$ cat src/rtl/button_conditioner.sv
// button_conditioner: synchronizes and debounces four active-low keys into
// active-high levels plus one-cycle press pulses. Defining the macro
// BUTTON_CONDITIONER_AUTO_REPEAT_EN adds per-key auto-repeat pulses while a
// key is held (first repeat after REPEAT_DELAY, then every REPEAT_PERIOD).
module button_conditioner #(
    parameter int DEBOUNCE_CYCLES = 1000000,
    parameter int REPEAT_DELAY    = 25000000,
    parameter int REPEAT_PERIOD   = 5000000
) (
    input  logic       clk,
    input  logic       reset,
    input  logic [3:0] key_n,
    output logic [3:0] key_level,
    output logic [3:0] key_event
);
    localparam int DW = $clog2(DEBOUNCE_CYCLES);
    localparam logic [DW-1:0] D_LAST = DW'(DEBOUNCE_CYCLES - 1);
`ifdef BUTTON_CONDITIONER_AUTO_REPEAT_EN
    localparam int RMAX = (REPEAT_DELAY > REPEAT_PERIOD) ? REPEAT_DELAY : REPEAT_PERIOD;
    localparam int RW = $clog2(RMAX);
    localparam logic [RW-1:0] RD_LAST = RW'(REPEAT_DELAY - 1);
    localparam logic [RW-1:0] RD_PRE  = RW'(REPEAT_DELAY - 2);
    localparam logic [RW-1:0] RP_LAST = RW'(REPEAT_PERIOD - 1);
    localparam logic [RW-1:0] RP_PRE  = RW'(REPEAT_PERIOD - 2);
    typedef enum logic [1:0] {IDLE, DELAY, REPEAT} state_t;
`endif

    logic [3:0] r_s1;
    logic [3:0] r_s2;

    // two-flop synchronizer; resets to the released (high) level
    always_ff @(posedge clk) begin
        if (reset) begin
            r_s1 <= '1;
            r_s2 <= '1;
        end else begin
            r_s1 <= key_n;
            r_s2 <= r_s1;
        end
    end

    genvar k;
    generate
        for (k = 0; k < 4; k++) begin : g_key
            logic          r_db;
            logic [DW-1:0] r_dcnt;
            logic          r_event;
            logic          w_diff;
            logic          w_take;
            logic          w_rise;
            logic          w_fall;

            assign w_diff       = r_s2[k] != r_db;
            assign w_take       = w_diff && (r_dcnt == D_LAST);
            assign w_rise       = w_take && !r_s2[k];
            assign w_fall       = w_take && r_s2[k];
            assign key_level[k] = ~r_db;
            assign key_event[k] = r_event;

            // debounce: accept s2 only after it has differed for DEBOUNCE_CYCLES cycles
            always_ff @(posedge clk) begin
                if (reset) begin
                    r_db   <= 1'b1;
                    r_dcnt <= '0;
                end else if (!w_diff) begin
                    r_dcnt <= '0;
                end else if (w_take) begin
                    r_db   <= r_s2[k];
                    r_dcnt <= '0;
                end else begin
                    r_dcnt <= r_dcnt + 1'b1;
                end
            end

`ifdef BUTTON_CONDITIONER_AUTO_REPEAT_EN
            state_t        r_state;
            logic [RW-1:0] r_rcnt;

            // repeat FSM; pulses are registered one edge early so they land in the terminal-count cycle
            always_ff @(posedge clk) begin
                if (reset || w_fall) begin
                    r_state <= IDLE;
                    r_rcnt  <= '0;
                    r_event <= 1'b0;
                end else begin
                    case (r_state)
                        IDLE: begin
                            r_event <= w_rise;
                            r_rcnt  <= '0;
                            if (w_rise) r_state <= DELAY;
                        end
                        DELAY: begin
                            r_event <= r_rcnt == RD_PRE;
                            r_rcnt  <= (r_rcnt == RD_LAST) ? '0 : r_rcnt + 1'b1;
                            if (r_rcnt == RD_LAST) r_state <= REPEAT;
                        end
                        REPEAT: begin
                            r_event <= r_rcnt == RP_PRE;
                            r_rcnt  <= (r_rcnt == RP_LAST) ? '0 : r_rcnt + 1'b1;
                        end
                        default: begin
                            r_state <= IDLE;
                            r_rcnt  <= '0;
                            r_event <= 1'b0;
                        end
                    endcase
                end
            end
`else
            // press pulse coincides with the first cycle the level reads pressed
            always_ff @(posedge clk) begin
                r_event <= reset ? 1'b0 : w_rise;
            end
`endif
        end
    endgenerate
endmodule

$ cat config.mk
export PLATFORM = sky130hd
export DESIGN_NAME = button_conditioner
export DESIGN_NICKNAME = d
export VERILOG_FILES = /design/src/rtl/button_conditioner.sv
export SDC_FILE = /design/constraint.sdc
export NUM_CORES = 1
export LEC_CHECK = 0
export ABC_CLOCK_PERIOD_IN_PS = 2700
export BUFFER_PORTS_ARGS = -buffer_cell sky130_fd_sc_hd__buf_4
export CAP_MARGIN = 0
export CELL_PAD_IN_SITES_DETAIL_PLACEMENT = 1
export CELL_PAD_IN_SITES_GLOBAL_PLACEMENT = 1
export CORE_MARGIN = 2
export CORE_UTILIZATION = 39
export CTS_CLUSTER_DIAMETER = 150
export DETAILED_ROUTE_END_ITERATION = 8
export PLACE_DENSITY_LB_ADDON = 0.15
export RECOVER_POWER = 100
export SYNTH_ARGS = -nofsm -noshare
export SYNTH_HDL_FRONTEND = slang
export SYNTH_SLANG_ARGS = --single-unit
$ cat constraint.sdc
create_clock -name clk -period 2.7 [get_ports clk]
set_input_delay 0.54 -clock clk [delete_from_list [all_inputs] [get_ports clk]]
set_output_delay 0.54 -clock clk [all_outputs]
set_load 0.01 [all_outputs]
==> metrics.csv <==
stage,metric,value,unit
synth,post-synthesis cell count,481,
finish,"Design Area, Final",4580,um^2
floorplanning,Die ar.,11600,um^2
pwr,Clk pwr share,41.4,%
floorplanning,Core Area,10400,um^2
clocking,total CTS buffers,9,
finish,share of cells above drive strength 1,6.65,%
pwr,VDD IR max,0.000230,V
route,final WL,8.86,mm
sta,"Slew Viols, Final",0,
route,starting DRC count in detailed routing,93,
synth,Post-synth ARST share,0,%
placement,PortBufs,13,
clocking,clk sink count,96,
outcome,status,"complete, no violations",
finish,fin util,44.2,%
placement,placed cell area,4410,um^2
global_route,GR Util All Layers,16.2,%
pwr,Leakage,1.35,nW
finish,"commonest non-fill, non-tap cell in the layout",dfxtp_1,
route,total number of vias,3399,
sta,maximum clock frequency,440,MHz
sta,final setup TNS,0,ns
global_route,largest net degree at the start of global routing,21,
floorplanning,Die W,108,um
finish,antenna cells,0,
clocking,CTS Buffer Depth,2,
global_route,grt ovf,0,
global_route,number of global-route vias before repair,3263,
worst_hold_path,type of the worst min-delay path,input port to register,
synth,"Cell Area, Synth",4200,um^2
global_route,global-route wire length before repair,15.1,mm
sta,Fin. Hold Viols,0,
floorplanning,die height,108,um
finish,Synth-to-Final Area Change,8.99,%
critical_path,flop2flop setup slack,0.43,ns
sta,fin crit share,84.1,%
route,routed len/inst,14.0,um
finish,fin cells,632,
placement,HPWL after detailed placement,6.35,mm
pwr,Pwr Density,543,nW/um^2
clocking,Clock Tree Root,clkbuf_8,
synth,syn avg cell area,8.73,um^2
global_route,GRT met1 Usage,21.3,%
clocking,htree depth,3,
critical_path,CP arrival,2.53,ns
pwr,sw frac,20.3,%
critical_path,CP endpoint kind,register,
floorplanning,num ports,14,
placement,Place WS,0.623,ns
placement,Final Wtd Congestion,0.716,
global_route,Top Usage Layer GRT,met2,
clocking,hold buffer count at CTS,0,
finish,FILL cells,1259,
sta,actual transition at the worst max-transition pin,0.763,ns
synth,Synth Flop Type,dfxtp_1,
route,ANT nets after route,0,
synth,Post-synth EDFFs,0,
synth,YS warnings,0,
sta,Worst slew margin,49.1,%
sta,Final Setup Violations,0,
sta,fin crit period,2.27,ns
run,total of max-cap violations,0,
clocking,# Post-CTS Setup Buffers,0,
global_route,antenna violations before repair,0,
clocking,Skew-Pair Late Insertion Delay,0.36,ns
critical_path,crit-path max FO,10,
synth,"FF+latch count, synth",96,
placement,placed insts,616,
pwr,sw power,0.000506,W
clocking,CTS tree,built,
critical_path,CP required,2.96,ns
pwr,Combinational Power Share,1.3,%
synth,syn_nets,491,
route,drt first pass iters,4,
pwr,Flop pwr share,57.3,%
sta,fin worst setup slack,0.428,ns
finish,nets,501,
clocking,clock slew at reported path FFs,0.09,ns
critical_path,crit path launch type,register,
route,routed vias/inst,5.38,
sta,Final Skew,0.0106,ns
synth,"Distinct cells, synth",39,
synth,"Seq/Total Area, Yosys",45.7,%
pwr,Internal Power,0.00198,W
floorplanning,Initial Util,40.5,%
global_route,met2 Use GR,26.6,%
finish,most frequent cells in the layout,"dfxtp_1 (96), nor2_1 (63), xnor2_1 (37)",
global_route,routing usage on met3,2.36,%
clocking,post-CTS resize count,0,
route,Post-route DRC,0,
critical_path,Crit Path Class,register to register,
sta,RSZ-0062 raised after global routing,no,
floorplanning,number of core rows,37,
power by group through the flow:
stage	sequential, W	combinational, W	clock (W)
2_1_floorplan	0.00146	0.0000202	0
4_1_cts	0.00143	0.0000347	0.00107
3_3_place_gp	0.00146	0.0000336	0
3_5_place_dp	0.00146	0.0000346	0
5_1_grt	0.00143	0.0000364	0.00113
6_report	0.00143	0.0000320	0.00103
layer usage:
metal | share of wire (%) | routed length (um)
met1 | 50 | 4420
met4 | 1.7 | 148
met3 | 1.7 | 154
met2 | 47 | 4140
met5 | 0 | 0
cell type report:
type	instances	area, um^2	share of cell area (%)
Clock inverter	3	65.1	1.42
Timing Repair Buffer	19	103	2.24
Inverter	18	67.6	1.48
Multi-Input combinational cell	347	2100	45.9
Clock buffer	13	149	3.25
Tap cell	136	170	3.72
Sequential cell	96	1920	42.0
cells by family (layout without fill, tap and decap cells):
logic type,count (synthesis),in the layout,synth area share [%]
simple gates,235,235,30.4
flops,96,96,45.7
compound gates,55,55,7.65
xor+xnor,53,53,11.0
buf+inv,38,53,3.99
fa+ha+maj,4,4,1.19
synthesized netlist by cell type (2+ instances only):
cell / number / area [um^2]
or4b_1: 2 / 20.0
clkbuf_1: 10 / 37.5
buf_4: 5 / 37.5
xor2_1: 16 / 140
nor3b_1: 2 / 15.0
dfxtp_1: 96 / 1920
nor4bb_1: 2 / 20.0
and3_1: 9 / 56.3
nor2_1: 63 / 236
o21ai_0: 15 / 75.1
xnor2_1: 37 / 324
and4_1: 7 / 61.3
or2_2: 8 / 50.1
nand4_1: 14 / 87.6
or3_1: 11 / 68.8
a21oi_1: 23 / 115
o31ai_1: 10 / 75.1
ha_1: 4 / 50.1
inv_1: 18 / 67.6
nand2_1: 28 / 105
nor3_1: 9 / 45.0
nand4b_1: 3 / 26.3
nor4b_1: 3 / 26.3
buf_2: 5 / 25.0
a211o_1: 2 / 17.5
nand3_1: 33 / 165
nor4_1: 20 / 125
or4_1: 14 / 105
and2_1: 2 / 12.5
sequential cells by signal, indices dropped and copies added (netlist names):
signal         cells
g_key.r_event      4
g_key.r_dcnt      80
r_s2               4
r_s1               4
g_key.r_db         4
stage by stage:
step | hold WS (ns) | power, W
2_1_floorplan | 0.389 | 0.00148
3_3_place_gp | 0.392 | 0.00149
3_5_place_dp | 0.395 | 0.00149
4_1_cts | 0.352 | 0.00253
5_1_grt | 0.352 | 0.00259
6_report | 0.368 | 0.00249
worst max-delay path, cell delays in order, from the launching register on:
cell	delay (ns)
dfxtp_1	0.42
ha_1	0.22
nand3_1	0.32
or4_1	0.66
o21ai_0	0.25
buf_4	0.23
nor2_1	0.07
worst paths after layout:
| check | depth (start not counted) | endpoint | start |
|---|---|---|---|
| setup reg to reg | 6 | g_key[2].r_dcnt[11] | g_key[2].r_dcnt[0] |
| hold / removal | 2 | r_s1[2] | key_n[2] |
| setup / recovery | 6 | g_key[2].r_dcnt[11] | g_key[2].r_dcnt[0] |
| hold reg to reg | 1 | r_s2[1] | r_s1[1] |
No activity file was read; power rests on OpenSTA's default activity.
